--- config.mk ---
export PLATFORM = sky130hd
export DESIGN_NAME = ceil_div_iter
export DESIGN_NICKNAME = d
export VERILOG_FILES = /design/src/rtl/ceil_div_iter.sv
export SDC_FILE = /design/constraint.sdc
export NUM_CORES = 1
export LEC_CHECK = 0
export BUFFER_PORTS_ARGS = -buffer_cell sky130_fd_sc_hd__buf_2
export CORE_MARGIN = 4
export CORE_UTILIZATION = 41
export CTS_CLUSTER_DIAMETER = 60
export DETAILED_ROUTE_END_ITERATION = 7
export HOLD_SLACK_MARGIN = 0.15
export PLACE_DENSITY = 0.67
export REMOVE_ABC_BUFFERS = 1
export SYNTH_ARGS = -nofsm -noshare
export SYNTH_HDL_FRONTEND = slang
export SYNTH_SLANG_ARGS = --single-unit
--- constraint.sdc ---
create_clock -name clk_i -period 3.05 [get_ports clk_i]
set_input_delay 0.305 -clock clk_i [delete_from_list [all_inputs] [get_ports clk_i]]
set_output_delay 0.305 -clock clk_i [all_outputs]
set_load 0.05 [all_outputs]
--- src/rtl/ceil_div_iter.sv ---
// Iterative unsigned divider returning a floor or ceiled quotient plus the floor remainder.
// Latency: WIDTH+1 cycles from acceptance to result for a nonzero divisor; a zero divisor gives its result in the cycle right after acceptance.
// Backpressure: accepts one operation at a time in IDLE; holds the result in DONE until out_ready_i.
module ceil_div_iter #(
   parameter int WIDTH   = 32,
   parameter int CEIL_EN = 1
) (
   input  logic             clk_i,
   input  logic             rst_i,
   input  logic             in_valid_i,
   output logic             in_ready_o,
   input  logic [WIDTH-1:0] dividend_i,
   input  logic [WIDTH-1:0] divisor_i,
   input  logic             mode_i,
   output logic             out_valid_o,
   input  logic             out_ready_i,
   output logic [WIDTH-1:0] quotient_o,
   output logic [WIDTH-1:0] remainder_o,
   output logic             div_zero_o
);

   localparam int CW = $clog2(WIDTH) + 1;

   typedef enum logic [1:0] {
      IDLE = 2'd0,
      CALC = 2'd1,
      ADJ  = 2'd2,
      DONE = 2'd3
   } state_t;

   state_t           r_state;
   logic [WIDTH-1:0] r_dvd;       // dividend bits shift out the top, quotient bits shift in the bottom
   logic [WIDTH-1:0] r_dvs;
   logic [WIDTH:0]   r_rem;       // one spare bit so the shifted remainder never overflows
   logic [CW-1:0]    r_cnt;
   logic             r_mode;
   logic [WIDTH-1:0] r_quo;
   logic [WIDTH-1:0] r_remo;
   logic             r_dz;
   logic             r_ov;

   logic [WIDTH:0]   w_shift;
   logic [WIDTH:0]   w_sub;
   logic             w_ge;
   logic             w_inc;
   logic             w_last;
   logic             w_mode_eff;

   // Trial subtraction for one restoring step plus rounding and mode decode.
   always_comb begin
      w_shift    = {r_rem[WIDTH-1:0], r_dvd[WIDTH-1]};
      w_ge       = (w_shift >= {1'b0, r_dvs});
      w_sub      = w_shift - {1'b0, r_dvs};
      // A nonzero remainder means divisor >= 2, so the increment cannot wrap.
      w_inc      = r_mode && (r_rem != '0);
      w_last     = (r_cnt == CW'(WIDTH - 1));
      w_mode_eff = (CEIL_EN != 0) ? mode_i : 1'b0;
   end

   // Control FSM and datapath; reset overrides every handshake.
   always_ff @(posedge clk_i) begin
      if (rst_i) begin
         r_state <= IDLE;
         r_dvd   <= '0;
         r_dvs   <= '0;
         r_rem   <= '0;
         r_cnt   <= '0;
         r_mode  <= 1'b0;
         r_quo   <= '0;
         r_remo  <= '0;
         r_dz    <= 1'b0;
         r_ov    <= 1'b0;
      end else begin
         case (r_state)
            IDLE: begin
               if (in_valid_i) begin
                  if (divisor_i == '0) begin
                     r_quo   <= '1;
                     r_remo  <= dividend_i;
                     r_dz    <= 1'b1;
                     r_ov    <= 1'b1;
                     r_state <= DONE;
                  end else begin
                     r_dvd   <= dividend_i;
                     r_dvs   <= divisor_i;
                     r_rem   <= '0;
                     r_cnt   <= '0;
                     r_mode  <= w_mode_eff;
                     r_state <= CALC;
                  end
               end
            end
            CALC: begin
               r_rem <= w_ge ? w_sub : w_shift;
               r_dvd <= {r_dvd[WIDTH-2:0], w_ge};
               r_cnt <= r_cnt + 1'b1;
               if (w_last) begin
                  r_state <= ADJ;
               end
            end
            ADJ: begin
               r_quo   <= r_dvd + {{(WIDTH-1){1'b0}}, w_inc};
               r_remo  <= r_rem[WIDTH-1:0];
               r_dz    <= 1'b0;
               r_ov    <= 1'b1;
               r_state <= DONE;
            end
            DONE: begin
               if (out_ready_i) begin
                  r_ov    <= 1'b0;
                  r_state <= IDLE;
               end
            end
            default: r_state <= IDLE;
         endcase
      end
   end

   assign in_ready_o  = (r_state == IDLE);
   assign out_valid_o = r_ov;
   assign quotient_o  = r_quo;
   assign remainder_o = r_remo;
   assign div_zero_o  = r_dz;

endmodule

-- Yosys cells after proc, flatten, opt, wreduce, memory -nomap -nowiden
Index checks and enable logic that the tools add are counted.
- input bits: 69
- register bits after elaboration: 172
- output and inout bits: 67
- logic and storage cells: 62
- reduce and logical (&&, ||, !) cells: 12
- magnitude comparators: 1
- add/sub/neg operators: 3
- eq/ne operators: 9
- bitwise gates (word level): 1
- mux-type cells: 26
- operator list (kind ; number):
    $mux W32 ; 6
    $pmux W32 S2 ; 3
    $mux W33 ; 3
    $pmux W33 S2 ; 1
    $ge A33 B32 Y1 ; 1
    $reduce_bool A33 Y1 ; 1
    $sub A33 B32 Y33 ; 1
    $add A32 B1 Y32 ; 1
    $logic_not A32 Y1 ; 1
    $mux W6 ; 2
    $pmux W6 S2 ; 1
    $reduce_and A3 Y1 ; 4
    $mux W2 ; 4
    $ne A2 B2 Y1 const B ; 4
    $pmux W2 S4 ; 1
    $add A6 B1 Y6 const B ; 1
    $eq A6 B5 Y1 const B ; 1
    $eq A2 B2 Y1 const B ; 2
    $reduce_and A4 Y1 ; 1
    $reduce_bool A2 Y1 ; 2
    $mux W1 ; 3
    $pmux W1 S3 ; 1
    $reduce_bool A3 Y1 ; 1
    $eq A2 B1 Y1 const B ; 1
    5 further kinds ; 5

-- Longest topological paths before layout
- depth after elaboration: 4
- depth in mapped cells: 12
- depth with buffers taken out: 11

-- Worst setup path before layout
Ideal clock, no wire load.
- path type: register -> register
- from: register r_dvs[7]
- to: register r_rem[12]
- buffers on the path: 1
- arrival: 2.391 ns
- setup slack: 0.531 ns
- cell stages (with the launch flop): 12
- period minus slack after synthesis: 2.519 ns
- setup time: 0.128 ns
- cells stage by stage: dfxtp_1 > inv_1 > ha_1 > nand4_2 > or3_4 > a21oi_4 > o21ba_4 > a21oi_4 > o31ai_4 > buf_6 > mux2i_1 > o21ai_1
- word-level cells in the longest chain between the ends: 3
- elaborated cells on any way between the ends: 4
- ends and longest elaborated chain (item ; line ; source):
    start, declared ; 33 ; logic [WIDTH-1:0] r_dvs;
    start signal, assigned ; 85 ; r_dvs <= divisor_i;
    $sub A33 B32 Y33 / $ge A33 B32 Y1 (equally long branches) ; 53, 52 ;
    $mux W33 * ; 94 ; r_rem <= w_ge ? w_sub : w_shift;
    $pmux W33 S2 * ; 74 ; case (r_state)
    end signal, assigned ; 94 ;
    end, declared ; 34 ; logic [WIDTH:0] r_rem;
Every way passes the cells marked *; elsewhere a longest branch is shown, timed or not.
A chain may end at the register's enable or synchronous reset.

-- Final worst setup path
- from: register r_rem[9]
- to: register r_rem[5]
- word-level cells in the longest chain between the ends: 3
- ends and longest elaborated chain (item ; line ; source):
    $ge A33 B32 Y1 ; 52 ; w_ge = (w_shift >= {1'b0, r_dvs});
    $mux W33 ; 94 ;
    $pmux W33 S2 ; 74 ;
Every way passes these cells.

==> impl_results.md <==
- IO Port Bufs: approximately 140
- Critical Path Max Stage Delay: between 0.4 and 0.5 ns
- First-pass GRT wire length: between 40000 and 50000 µm
- Worst Skew: roughly 0.010 ns
- HP Class: primary input to register
- Filler cells: between 2k and 2.5k
- Final WL: 26300 µm
- Count of final max-slew check failures: 0
- Starting density of the core: between 40% and 50%
- F_max: between 300 and 400 MHz
- Synth area leader: dfxtp_1
- Yosys top cell area share: 36.8%
- DR vias: 8583
- Wl on met1: between 10000 and 15000 µm
- Worst Tran Pin Value: between 1 and 1.5 ns
- Ports: between 100 and 150
- CP Data Arrival Time: between 3 and 4 ns
- Clock buffer depth: 2
- CTS tree: yes
- Yosys warns: 0
- Total track usage: between 20% and 30%
- DRC: 0
- Worst r2r path cells: 10
- Register area: 0.00344 mm²
- Post-synth top flop: dfxtp_1
- Max Used Layer: met4
- Die Width: about 160 µm
- Top cell by count, worst path: a21oi_4
- Flip-flop and latch count after synthesis: 172
- WS Path Type: register to register
- Seq/Total Area, Yosys: 36.8%
- Clock transition at path regs: 0.07 ns
- Clk_lat worst skew: between 0.4 and 0.5 ns
- H-Tree Depth: 4
- Routability cong.: just over 0.9
- Post-route ant nets: 0
- Yosys cell types: 64
- Status: completed
- Layout cell share with drive strength beyond 1: 16.7%
- TritonCTS Sinks: 172
- Synth Cell Area: between 0.009 and 0.01 mm²
- Critical path required time: roughly 3.4 ns
- Unrepaired setup endpoints after global routing: no
- Rows: 54
- Gr ovfl total: 0
- Nets: 1372
- Final Hold Fails: 0
- Top post-synthesis cells by area: dfxtp_1 37%, mux2i_1 9.5%, nor2_1 6.7%
- Pre-antenna DRT Iters: 5
- Area of the multi-input gates: around 0.0055 mm²
- Detail Route met3 WL: ~1500 µm
- Worst path cell trace: ha_1 > nand4_2 > or3_4 > a21oi_4 > o21ba_4 > a21oi_4 > o31ai_4 > buf_12 > mux2i_1 > o21ai_1
- DR vias/cell: between 5 and 6
- CP endpoint kind: register
- Die H: 159 µm
- Area of the core: about 0.022 mm²
- Startpoint types: register
- Die ar.: between 0.02 and 0.03 mm²
- MaxCap Viol Count: 0
- Final number of setup-violating endpoints: 0
- Vias in the first global route: about 8k
- Asr flop ratio synth: 0%
- CTS buffer count: 17
- Post-synth EDFFs: 0
- Clk root buf: clkbuf_16
- Critical path peak fanout: 19
- Area Overhead vs Synth: 20.5%
- Final Core Density: between 50% and 60%
- Average size of a mapped cell: between 8 and 9 µm²
- Gate Count Post-Synth: 1118
- Crit-path slowest cell: ha_1
- Min Tclk post-route: about 2.9 ns
- DRT iter0 DRCs: 650
- Initial antenna violation count: 0
- Final HPWL DP: about 20000 µm
- Met2 Wirelength: roughly 12000 µm
- WL per Instance: 16.9 µm
- Largest net degree at the start of global routing: between 100 and 150
- Final Cycle Share: about 94%
- Setup Buffers After CTS: 0
- Worst slew margin relative to its limit: 18.6%
- Hold Path Stages: 3
- Inserted Diodes: 0
flip-flops by register name (all words and copies together) (netlist names):
name,count
r_rem,33
quotient_o,32
r_dvd,32
r_dvs,32
remainder_o,32
r_cnt,6
r_state,2
div_zero_o,1
out_valid_o,1
r_mode,1
logic make-up after synthesis:
kind of cell             count (synthesis)  synth area share [%]
buffers and inverters                  109                  4.78
multiplexers                            89                  9.53
adder cells (fa/ha/maj)                 41                  5.57
flip-flops                             172                  36.8
AND/OR/NAND/NOR                        379                  18.8
AO/OA/AOI/OAI                          273                  19.3
XOR/XNOR                                55                  5.15
cells in the mapped netlist (35+ instances only):
master and n:
dfxtp_1 172, nor2_1 168, mux2i_1 89, nand2_1 63, a211oi_1 57, clkbuf_1 50, o22ai_1 49, nor3_1 46
inv_1 43, ha_1 40, a21oi_1 39, o21ai_0 35
placed cells by master (no fill, tap or decap), drive strengths merged, types with 6 or more instances in the layout:
cell type	synthesis	layout
nor4	17	17
o22ai	49	49
a21oi	41	41
inv	43	48
xnor2	26	26
a211oi	57	57
o21bai	6	6
dfxtp	172	172
ha	40	40
nor2b	7	7
dlygate4sd3	0	29
mux2i	89	89
and2	6	6
buf	14	161
xor2	29	29
nand4	18	18
or3	9	9
nand3	20	20
nand2	64	64
nor2	169	169
clkbuf	51	21
o21ai	65	65
nor3	47	47
o21a	9	9
a32oi	11	11
a21o	8	8
through the flow:
stage	TNS (ns)	hold slack [ns]	setup slack, ns	cells	area (µm²)
3_3_place_gp	0	0.475	0.197	1494	10400
5_1_grt	0	0.154	0.0112	1555	11300
4_1_cts	0	0.151	0.127	1555	11200
2_1_floorplan	-199.42	0.374	-2.06	1053	9060
6_report	0	0.153	0.170	1555	11300
3_5_place_dp	0	0.483	0.152	1494	10400
worst max-delay path: cells and delay by family (launching register included):
kind / cells / cell delay [ns]
compound gates: 5 / 0.91
fa+ha+maj: 1 / 0.43
buf+inv: 1 / 0.24
flops: 1 / 0.38
mux: 1 / 0.23
simple gates: 2 / 0.56
timing repair:
action,4_1_cts,5_1_grt
resized for setup,0,3
endpoints found under the setup margin,0,4
hold buffers,29,0
endpoints found under the hold margin,29,0
area by class of cell:
type                            instances  area share [%]
Sequential cell                       172            30.6
Clock buffer                           21            4.00
Inverter                               44            1.47
Timing Repair Buffer                  190            10.9
Clock inverter                         11            1.18
Tap cell                              280            3.11
Multi-Input combinational cell        837            48.8
per-layer routing:
metal | track usage, % | vias up
li1 | - | 4325
met1 | 28.3 | 3972
met2 | 32.0 | 252
met3 | 3.52 | 34
met4 | 6.00 | 0
met5 | 0 | -
path summary, 6_finish.rpt:
path | startpoint | endpoint | slack [ns]
worst min register to register | div_zero_o | div_zero_o | 0.49
worst min-delay path | divisor_i[8] | r_dvs[8] | 0.15
worst max-delay path | r_rem[9] | r_rem[5] | 0.17
worst max register to register | r_rem[9] | r_rem[5] | 0.17
Power is left out: the tool's default activity adds up to more than one toggle a clock period on the data nets, which glitch-free logic cannot reach.
